$ cat src/rtl/ctrl_dma_burst_trigger_if.sv
// Purpose : groups the command/DMA handshake nets of ctrl_dma_burst_trigger.
// Latency : none (wires only).
// Backpressure: drq is held until ack or abort/timeout; ack is ignored while drq is low.
// Ports   : control_bus (command word), ack (DMA acknowledge), drq (DMA request),
//           busy/done/aborted/timeout/overrun status nets, remaining (requests left).
//           master = the burst trigger, slave = the command/DMA side.
interface ctrl_dma_burst_trigger_if;
  logic [7:0] control_bus;
  logic       ack;
  logic       drq;
  logic       busy;
  logic       done;
  logic       aborted;
  logic       timeout;
  logic       overrun;
  logic [6:0] remaining;

  modport master (
    input  control_bus, ack,
    output drq, busy, done, aborted, timeout, overrun, remaining
  );

  modport slave (
    output control_bus, ack,
    input  drq, busy, done, aborted, timeout, overrun, remaining
  );
endinterface

$ cat src/rtl/ctrl_dma_burst_trigger.sv
// Purpose : turns a start/abort/count command word into a paced burst of drq/ack handshakes.
// Latency : start seen on control_bus[0] at edge k -> drq high after edge k+2 (synchronized) or k.
// Backpressure: drq stays high until ack, abort or ack timeout; gap of GapCycles between requests.
// Ports   : clock, reset (async, active high); bus.control_bus [0]=start [1]=abort [7:2]=len-1;
//           bus.ack in; bus.drq, busy, done, aborted, timeout, overrun, remaining out.
module ctrl_dma_burst_trigger #(
  parameter int SyncInputs = 1,
  parameter int GapCycles  = 2,
  parameter int AckTimeout = 0
) (
  input  logic                           clock,
  input  logic                           reset,
  ctrl_dma_burst_trigger_if.master       bus
);

  typedef enum logic [1:0] {
    IDLE = 2'd0,
    REQ  = 2'd1,
    GAP  = 2'd2
  } state_t;

  localparam logic [7:0]  GAP_LOAD = 8'(GapCycles);
  localparam bit          TO_EN    = (AckTimeout != 0);
  // Counter value on the last cycle drq is allowed to wait for ack.
  localparam logic [15:0] TO_LAST  = TO_EN ? 16'(AckTimeout - 1) : 16'd0;

  // ---------------------------------------------------------------
  // Input path
  // ---------------------------------------------------------------
  logic [7:0] cs;

  generate
    if (SyncInputs != 0) begin : g_sync
      logic [7:0] sync1;
      logic [7:0] sync2;

      always_ff @(posedge clock or posedge reset) begin
        if (reset) begin
          sync1 <= '0;
          sync2 <= '0;
        end else begin
          sync1 <= bus.control_bus;
          sync2 <= sync1;
        end
      end

      assign cs = sync2;
    end else begin : g_nosync
      assign cs = bus.control_bus;
    end
  endgenerate

  logic cs0_q;
  logic start_edge;
  logic abort_lvl;

  always_ff @(posedge clock or posedge reset) begin
    if (reset) begin
      cs0_q <= 1'b0;
    end else begin
      cs0_q <= cs[0];
    end
  end

  // Holding start high yields a single edge; re-arming needs start low first.
  assign start_edge = cs[0] & ~cs0_q;
  assign abort_lvl  = cs[1];

  // ---------------------------------------------------------------
  // FSM and datapath state
  // ---------------------------------------------------------------
  state_t      state,      state_nx;
  logic [6:0]  rem,        rem_nx;
  logic [7:0]  gap_cnt,    gap_nx;
  logic [15:0] to_cnt,     to_nx;
  logic        overrun_q,  overrun_nx;
  logic        done_q,     done_nx;
  logic        aborted_q,  aborted_nx;
  logic        timeout_q,  timeout_nx;
  logic        drq_q;
  logic        busy_q;

  always_ff @(posedge clock or posedge reset) begin
    if (reset) begin
      state     <= IDLE;
      rem       <= '0;
      gap_cnt   <= '0;
      to_cnt    <= '0;
      overrun_q <= 1'b0;
      done_q    <= 1'b0;
      aborted_q <= 1'b0;
      timeout_q <= 1'b0;
      drq_q     <= 1'b0;
      busy_q    <= 1'b0;
    end else begin
      state     <= state_nx;
      rem       <= rem_nx;
      gap_cnt   <= gap_nx;
      to_cnt    <= to_nx;
      overrun_q <= overrun_nx;
      done_q    <= done_nx;
      aborted_q <= aborted_nx;
      timeout_q <= timeout_nx;
      // drq and busy are flopped copies of the next-state decode so they
      // change glitch-free, in the same cycle as the state register.
      drq_q     <= (state_nx == REQ);
      busy_q    <= (state_nx != IDLE);
    end
  end

  always_comb begin
    state_nx   = state;
    rem_nx     = rem;
    gap_nx     = gap_cnt;
    to_nx      = to_cnt;
    overrun_nx = overrun_q;
    done_nx    = 1'b0;
    aborted_nx = 1'b0;
    timeout_nx = 1'b0;

    // A start edge during a burst is flagged but otherwise ignored.
    if ((state != IDLE) && start_edge) begin
      overrun_nx = 1'b1;
    end

    case (state)
      IDLE: begin
        // An abort level held in IDLE blocks the start without a pulse.
        if (start_edge && !abort_lvl) begin
          rem_nx     = {1'b0, cs[7:2]} + 7'd1;
          overrun_nx = 1'b0;
          to_nx      = '0;
          state_nx   = REQ;
        end
      end

      REQ: begin
        // Abort beats a same-cycle ack, and ack beats a same-cycle timeout.
        if (abort_lvl) begin
          aborted_nx = 1'b1;
          rem_nx     = '0;
          state_nx   = IDLE;
        end else if (bus.ack) begin
          rem_nx = rem - 7'd1;
          if (rem == 7'd1) begin
            done_nx  = 1'b1;
            state_nx = IDLE;
          end else begin
            gap_nx   = GAP_LOAD;
            state_nx = GAP;
          end
        end else if (TO_EN && (to_cnt == TO_LAST)) begin
          // remaining is left untouched so software can see where it stalled.
          timeout_nx = 1'b1;
          state_nx   = IDLE;
        end else if (TO_EN) begin
          to_nx = to_cnt + 16'd1;
        end
      end

      GAP: begin
        // ack is not looked at here: it is only meaningful while drq is high.
        if (abort_lvl) begin
          aborted_nx = 1'b1;
          rem_nx     = '0;
          state_nx   = IDLE;
        end else if (gap_cnt <= 8'd1) begin
          to_nx    = '0;
          state_nx = REQ;
        end else begin
          gap_nx = gap_cnt - 8'd1;
        end
      end

      default: begin
        state_nx = IDLE;
      end
    endcase
  end

  assign bus.drq       = drq_q;
  assign bus.busy      = busy_q;
  assign bus.done      = done_q;
  assign bus.aborted   = aborted_q;
  assign bus.timeout   = timeout_q;
  assign bus.overrun   = overrun_q;
  assign bus.remaining = rem;

  // ---------------------------------------------------------------
  // Invariants
  // ---------------------------------------------------------------
  a_pulses_exclusive: assert property (@(posedge clock) disable iff (reset)
    $onehot0({done_q, aborted_q, timeout_q}));

  a_remaining_range: assert property (@(posedge clock) disable iff (reset)
    rem <= 7'd64);

  a_drq_matches_state: assert property (@(posedge clock) disable iff (reset)
    drq_q == (state == REQ));

endmodule

$ cat src/flat_wrapper.sv
// flat-port wrapper written by rule: the top's interface ports become plain ports
module ctrl_dma_burst_trigger_flat 
#(
  parameter int SyncInputs = 1,
  parameter int GapCycles  = 2,
  parameter int AckTimeout = 0
)
  (clock, reset, bus_control_bus, bus_ack, bus_drq, bus_busy, bus_done, bus_aborted, bus_timeout, bus_overrun, bus_remaining);
  ctrl_dma_burst_trigger_if bus_i ();
  input  logic clock;
  input  logic reset;
  input wire logic [$bits(bus_i.control_bus)-1:0] bus_control_bus;
  input wire logic [$bits(bus_i.ack)-1:0] bus_ack;
  output wire logic [$bits(bus_i.drq)-1:0] bus_drq;
  output wire logic [$bits(bus_i.busy)-1:0] bus_busy;
  output wire logic [$bits(bus_i.done)-1:0] bus_done;
  output wire logic [$bits(bus_i.aborted)-1:0] bus_aborted;
  output wire logic [$bits(bus_i.timeout)-1:0] bus_timeout;
  output wire logic [$bits(bus_i.overrun)-1:0] bus_overrun;
  output wire logic [$bits(bus_i.remaining)-1:0] bus_remaining;
  assign bus_i.control_bus = bus_control_bus;
  assign bus_i.ack = bus_ack;
  assign bus_drq = bus_i.drq;
  assign bus_busy = bus_i.busy;
  assign bus_done = bus_i.done;
  assign bus_aborted = bus_i.aborted;
  assign bus_timeout = bus_i.timeout;
  assign bus_overrun = bus_i.overrun;
  assign bus_remaining = bus_i.remaining;
  ctrl_dma_burst_trigger #(.SyncInputs(SyncInputs), .GapCycles(GapCycles), .AckTimeout(AckTimeout)) u_core (.clock(clock), .reset(reset), .bus(bus_i));
endmodule
$ cat config.mk
export PLATFORM = sky130hd
export DESIGN_NAME = ctrl_dma_burst_trigger_flat
export DESIGN_NICKNAME = d
export VERILOG_FILES = /design/src/rtl/ctrl_dma_burst_trigger_if.sv /design/src/rtl/ctrl_dma_burst_trigger.sv /design/src/flat_wrapper.sv
export SDC_FILE = /design/constraint.sdc
export NUM_CORES = 1
export LEC_CHECK = 0
export CAP_MARGIN = 0
export CORE_MARGIN = 2
export CORE_UTILIZATION = 59
export CTS_CLUSTER_DIAMETER = 60
export CTS_CLUSTER_SIZE = 20
export DETAILED_ROUTE_END_ITERATION = 10
export GPL_ROUTABILITY_DRIVEN = 0
export GPL_TIMING_DRIVEN = 1
export PLACE_DENSITY_LB_ADDON = 0.1
export SYNTH_ARGS = -nofsm -noshare
export SYNTH_HDL_FRONTEND = slang
export SYNTH_SLANG_ARGS = --single-unit
$ cat constraint.sdc
create_clock -name clock -period 4.8 [get_ports clock]
set_input_delay 0.96 -clock clock [delete_from_list [all_inputs] [get_ports clock]]
set_output_delay 0.96 -clock clock [all_outputs]
set_load 0.02 [all_outputs]
== After elaboration in Yosys (flattened, before gate mapping) ==
Cells that the tools add are included.
Widths: inputs -> output; s select.

* Bits in registers: 39
* Bits of input ports: 11
* Output and inout port bits: 13

* $add $sub $neg: 3
* Magnitude comparators: 1
* Eq/ne operators: 12
* Mux-type cells: 27
* Bitwise logic cells: 2
* Reductions and logical operators: 11

{| class="wikitable"
|+ Operator list
! operator !! number
|-
| $mux 8 || 5
|-
| $mux 7 || 4
|-
| $pmux 7 s3 || 1
|-
| $pmux 8 s2 || 1
|-
| $mux 2 || 6
|-
| $ne 2x2->1 const B || 5
|-
| $mux 1 || 9
|-
| $le 8x1->1 const B || 1
|-
| $sub 8x1->8 const B || 1
|-
| $add 6x1->7 const B || 1
|-
| $eq 7x1->1 const B || 1
|-
| $sub 7x1->7 const B || 1
|-
| $pmux 2 s3 || 1
|-
| $reduce_and 6->1 || 1
|-
| $reduce_bool 2->1 || 3
|-
| $eq 2x1->1 const B || 2
|-
| $ne 2x1->1 const B || 2
|-
| $reduce_and 4->1 || 1
|-
| $ne 3x2->1 const B || 1
|-
| $reduce_bool 3->1 || 1
|-
| $eq 2x2->1 const B || 1
|-
| $logic_and 1x1->1 || 2
|-
| $logic_not 2->1 || 1
|-
| $reduce_or 2->1 || 1
|-
| other kinds (3) || 3
|}

== Logic depth before layout (Yosys ltp) ==
* Depth after elaboration: 6
* Depth in mapped cells: 7
* Depth with buffers taken out: 6

== Least setup slack after synthesis ==
No wires, ideal clock.

* Path kind: input-to-reg
* Start point: input bus_ack
* End point: register u_core.rem[1], in the netlist u_core.bus.remaining[1]
* Library setup time: 0.125 ns
* Data arrival time: 1.928 ns
* Required time: 4.675 ns
* Path slack: 2.747 ns
* Stages: 5
* Cell sequence: nand2b_1 -> a21o_1 -> clkbuf_1 -> and2_2 -> mux2_2

* Cells in the longest elaborated chain, start to end: 2

{| class="wikitable"
|+ RTL lines
! element !! line !! text
|-
| start, declared || flat_wrapper.sv:13 || <nowiki>input wire logic [$bits(bus_i.ack)-1:0] bus_ack;</nowiki>
|-
| $ne 3x2->1 (no source line) || -- ||
|-
| $reduce_and 4->1 (no source line) || -- ||
|-
| end signal, assigned || ctrl_dma_burst_trigger.sv:97 || <nowiki>rem <= rem_nx;</nowiki>
|-
| end, declared || ctrl_dma_burst_trigger.sv:73 || <nowiki>logic [6:0] rem, rem_nx;</nowiki>
|}

Every way passes these cells.
A chain may end at the register's enable or synchronous reset.

== Final worst setup path ==
* Start point: register u_core.rem[3], in the netlist u_core.bus.remaining[3]
* End point: output bus_remaining[3]

{| class="wikitable"
|+ RTL lines
! element !! line !! text
|-
| end, declared || flat_wrapper.sv:20 || <nowiki>output wire logic [$bits(bus_i.remaining)-1:0] bus_remaining;</nowiki>
|}

No word-level cell between the ends.

==> results.toml <==
[cts]
worst_skew_late_latency_ns = 0.36
cts_root_buffer = "sky130_fd_sc_hd__clkbuf_4"
tritoncts = "done"
post_cts_hold_buffer_count = 0
ctsHtreeMaxLevel = 2
clock_transition_at_the_registers_of_the_reported_paths_ns = 0.14
cts-root-to-sink-buffers = 2
cts_resized = 0
cts_buffers = 5
post-cts-setup-buffer-count = 0
cts_sinks = 39

[floorplan]
start_util_pct = 62.9
dieArea_sq_um = 3750
die_x_um = 61.3
pin_count = 24
std_cell_rows = 20
core-area_sq_um = 3080
floorplan.die.height_um = 61.3

[synthesis]
synthDominantAreaCellType = "sky130_fd_sc_hd__dfrtp_1"
post_synth_num_cell_types = 57
synth_ff_type = "sky130_fd_sc_hd__dfrtp_1"
synth.most_common_cell = "sky130_fd_sc_hd__dfrtp_1"
yosys-top-cells-area = "sky130_fd_sc_hd__dfrtp_1 (50%), sky130_fd_sc_hd__ha_1 (5.8%), sky130_fd_sc_hd__inv_1 (2.7%), sky130_fd_sc_hd__nand3_1 (2.3%), sky130_fd_sc_hd__nor3_1 (2.3%)"
synth_area_per_cell_sq_um = 11.2
synthCells = 173
postSynthNetCount = 193
most_numerous_cell_types_in_the_synthesized_netlist = "sky130_fd_sc_hd__dfrtp_1 (39), sky130_fd_sc_hd__inv_1 (14)"
ys_ff_latch = 39
syn-cell-area_sq_um = 1940
postSynth.asyncResetShare_pct = 100
synth_warnings = 0
edff_count_synth = 0
synth.top_cell.area_share_pct = 50.4
synth_sequential_area_ratio_pct = 50.4

[final_layout]
finalCoreUtilization_pct = 73.5
finalNetCount = 220
insertedDiodeCount = 0
finish.cell_count_without_fillers = 245
area_growth_syn_to_layout_pct = 16.8
layout-drive-gt1-share_pct = 12.9

[job]
cap_viol_max_count = 0

[timing]
setup_viol = 0
layout_worst_path_cycle_share_pct = 51.1
finalHoldViolCount = 0
fmax_mhz = 408
fin_setup_tns_ns = 0
clock-skew-final_ns = 0.0147
rsz0062_at_grt = "false"
fin_crit_ns = 2.45
timing_max_transition_violations_final = 0

[critical_path]
cp_num_buf_inv = 1
critical_path.reg2reg.endpoint = "u_core.bus.remaining[4]"
timing.critical_path.cells = "clkdlybuf4s50_1"
cp_slowest_stage_delay_ns = 0.65
worstSetupPathType = "flop to output port"
timing.reg2reg.setup_slack_ns = 2.41
crit_family = "buffers and inverters"
worst-path-stages = 1
worst-endpoint-arrival_ns = 1.49
path_max_fanout = 8
cp-endpoint = "bus_remaining[3]"
worstSetupStartpoint = "u_core.bus.remaining[3]"
r2r-start = "u_core.state[1]"
ff2ff_path_depth = 6
worst_path_max_delay_cell = "sky130_fd_sc_hd__clkdlybuf4s50_1"
cp_data_required_time_ns = 3.84
critical_path.endpoint_type = "output port"
crit_path_start_kind = "flop"

[global_routing]
antenna_found_initial = 0
grt_first_pass_wirelength_mm = 5.52
grt_overflow_total = 0
pin_count_of_the_biggest_net_entering_global_routing = 40
first_global_vias = 1293
groute.usage.overall_pct = 20.4

[pwr]
power.density_cell_area_nw_per_um2 = 560
total_leakage_power_nw = 0.972
power.ir.vdd_worst_uv = 312

[worst_hold_path]
min-delay-path-class = "flop to flop"

[outcome]
run_status = "finished, final reports clean"

[route]
detail_route.drc_violations = 0
initialDrtViolationCount = 75
post_drt_wl_per_cell_um = 14.0
drt-vias-per-instance = 5.74
first_pass_iters = 4
num_vias = 1406
detail_route.wirelength_mm = 3.42
antenna_left = 0

[placement]
hpwlAfterDp_mm = 2.50
placedCellCount = 237
io_buffers = 22
[cell families after synthesis]
| family | share of synthesized area (%) |
|---|---|
| mux | 1.94 |
| fa+ha+maj | 5.82 |
| flops | 50.4 |
| simple gates | 19.1 |
| buf+inv | 3.68 |
| xor+xnor | 1.36 |
| other cells | 0.194 |
| compound gates | 17.5 |
[worst min path at each step]
stage / start / to / slack (ns) / cells past startpoint
global route: u_core.g_sync.sync1[1] / u_core.cs[1] / 0.37 / 0
CTS: u_core.g_sync.sync1[2] / u_core.cs[2] / 0.36 / 0
floorplan: u_core.g_sync.sync1[0] / u_core.cs[0] / 0.33 / 0
global placement: u_core.g_sync.sync1[7] / u_core.cs[7] / 0.33 / 0
detailed placement: u_core.g_sync.sync1[2] / u_core.cs[2] / 0.34 / 0
finish: u_core.g_sync.sync1[2] / u_core.cs[2] / 0.35 / 0
[placed cells by master (no fill, tap or decap), types with 2 or more instances in the layout]
cell type / Yosys / routed
sky130_fd_sc_hd__and3b_1: 2 / 2
sky130_fd_sc_hd__clkbuf_4: 0 / 5
sky130_fd_sc_hd__nand3_1: 9 / 9
sky130_fd_sc_hd__clkinvlp_4: 0 / 2
sky130_fd_sc_hd__or3_1: 5 / 5
sky130_fd_sc_hd__or2_2: 2 / 2
sky130_fd_sc_hd__and3_1: 2 / 2
sky130_fd_sc_hd__o22a_1: 4 / 4
sky130_fd_sc_hd__nand2b_1: 3 / 3
sky130_fd_sc_hd__nor2b_1: 4 / 4
sky130_fd_sc_hd__o2bb2ai_1: 2 / 2
sky130_fd_sc_hd__o21ai_0: 6 / 6
sky130_fd_sc_hd__inv_1: 14 / 14
sky130_fd_sc_hd__nor2_1: 3 / 3
sky130_fd_sc_hd__ha_1: 9 / 9
sky130_fd_sc_hd__a22o_1: 2 / 2
sky130_fd_sc_hd__o31ai_1: 2 / 2
sky130_fd_sc_hd__o22ai_1: 3 / 3
sky130_fd_sc_hd__nand3b_1: 2 / 2
sky130_fd_sc_hd__mux2_2: 2 / 2
sky130_fd_sc_hd__dfrtp_1: 39 / 39
sky130_fd_sc_hd__nand2_1: 9 / 9
sky130_fd_sc_hd__a31oi_1: 3 / 3
sky130_fd_sc_hd__nor3_1: 9 / 9
sky130_fd_sc_hd__xor2_1: 2 / 2
sky130_fd_sc_hd__clkdlybuf4s50_1: 0 / 22
[state kept, by name, summed over array words and instances (netlist names)]
name                  flops
u_core.bus.remaining      7
u_core.bus.done           1
u_core.gap_cnt            8
u_core.state              2
u_core.bus.drq            1
u_core.bus.aborted        1
u_core.cs                 8
u_core.cs0_q              1
u_core.bus.busy           1
u_core.bus.overrun        1
u_core.g_sync.sync1       8
[cell type report]
| type | instances | area [sq um] |
|---|---|---|
| repair buffers | 23 | 228 |
| inverters | 14 | 52.6 |
| clock inverters | 3 | 23.8 |
| multi-input cells | 117 | 888 |
| clock buffers | 5 | 37.5 |
| flip-flops and latches | 39 | 976 |
| well taps | 44 | 55.1 |
| fillers | 232 | 817 |
[through the flow]
step           hold WS (ns)  cell area, sq um  setup slack, ns  total power (W)
2_1_floorplan         0.331              1940             2.75         0.000923
3_3_place_gp          0.333              2200             2.18          0.00107
3_5_place_dp          0.336              2200             2.16          0.00109
4_1_cts               0.359              2260             2.34          0.00127
5_1_grt               0.373              2260             2.24          0.00135
6_report              0.350              2260             2.35          0.00127
[routing by layer]
| layer | GRT usage [%] | vias to the layer above | part of all wire [%] |
|---|---|---|---|
| li1 | - | 688 | - |
| met5 | 0 | - | 0 |
| met3 | 5.25 | 6 | 4.8 |
| met4 | 12.7 | 0 | 1.8 |
| met1 | 26.2 | 677 | 45 |
| met2 | 31.0 | 35 | 49 |
[power breakdown]
part	total, W	leakage [nW]	internal, W	switching, W
combinational	0.000609	0.458	0.000278	0.000331
sequential	0.000483	0.486	0.000403	0.0000793
clock	0.000175	0.0278	0.0000586	0.000116
total	0.00127	0.972	0.000740	0.000527
(Power assumes the default switching activity.)
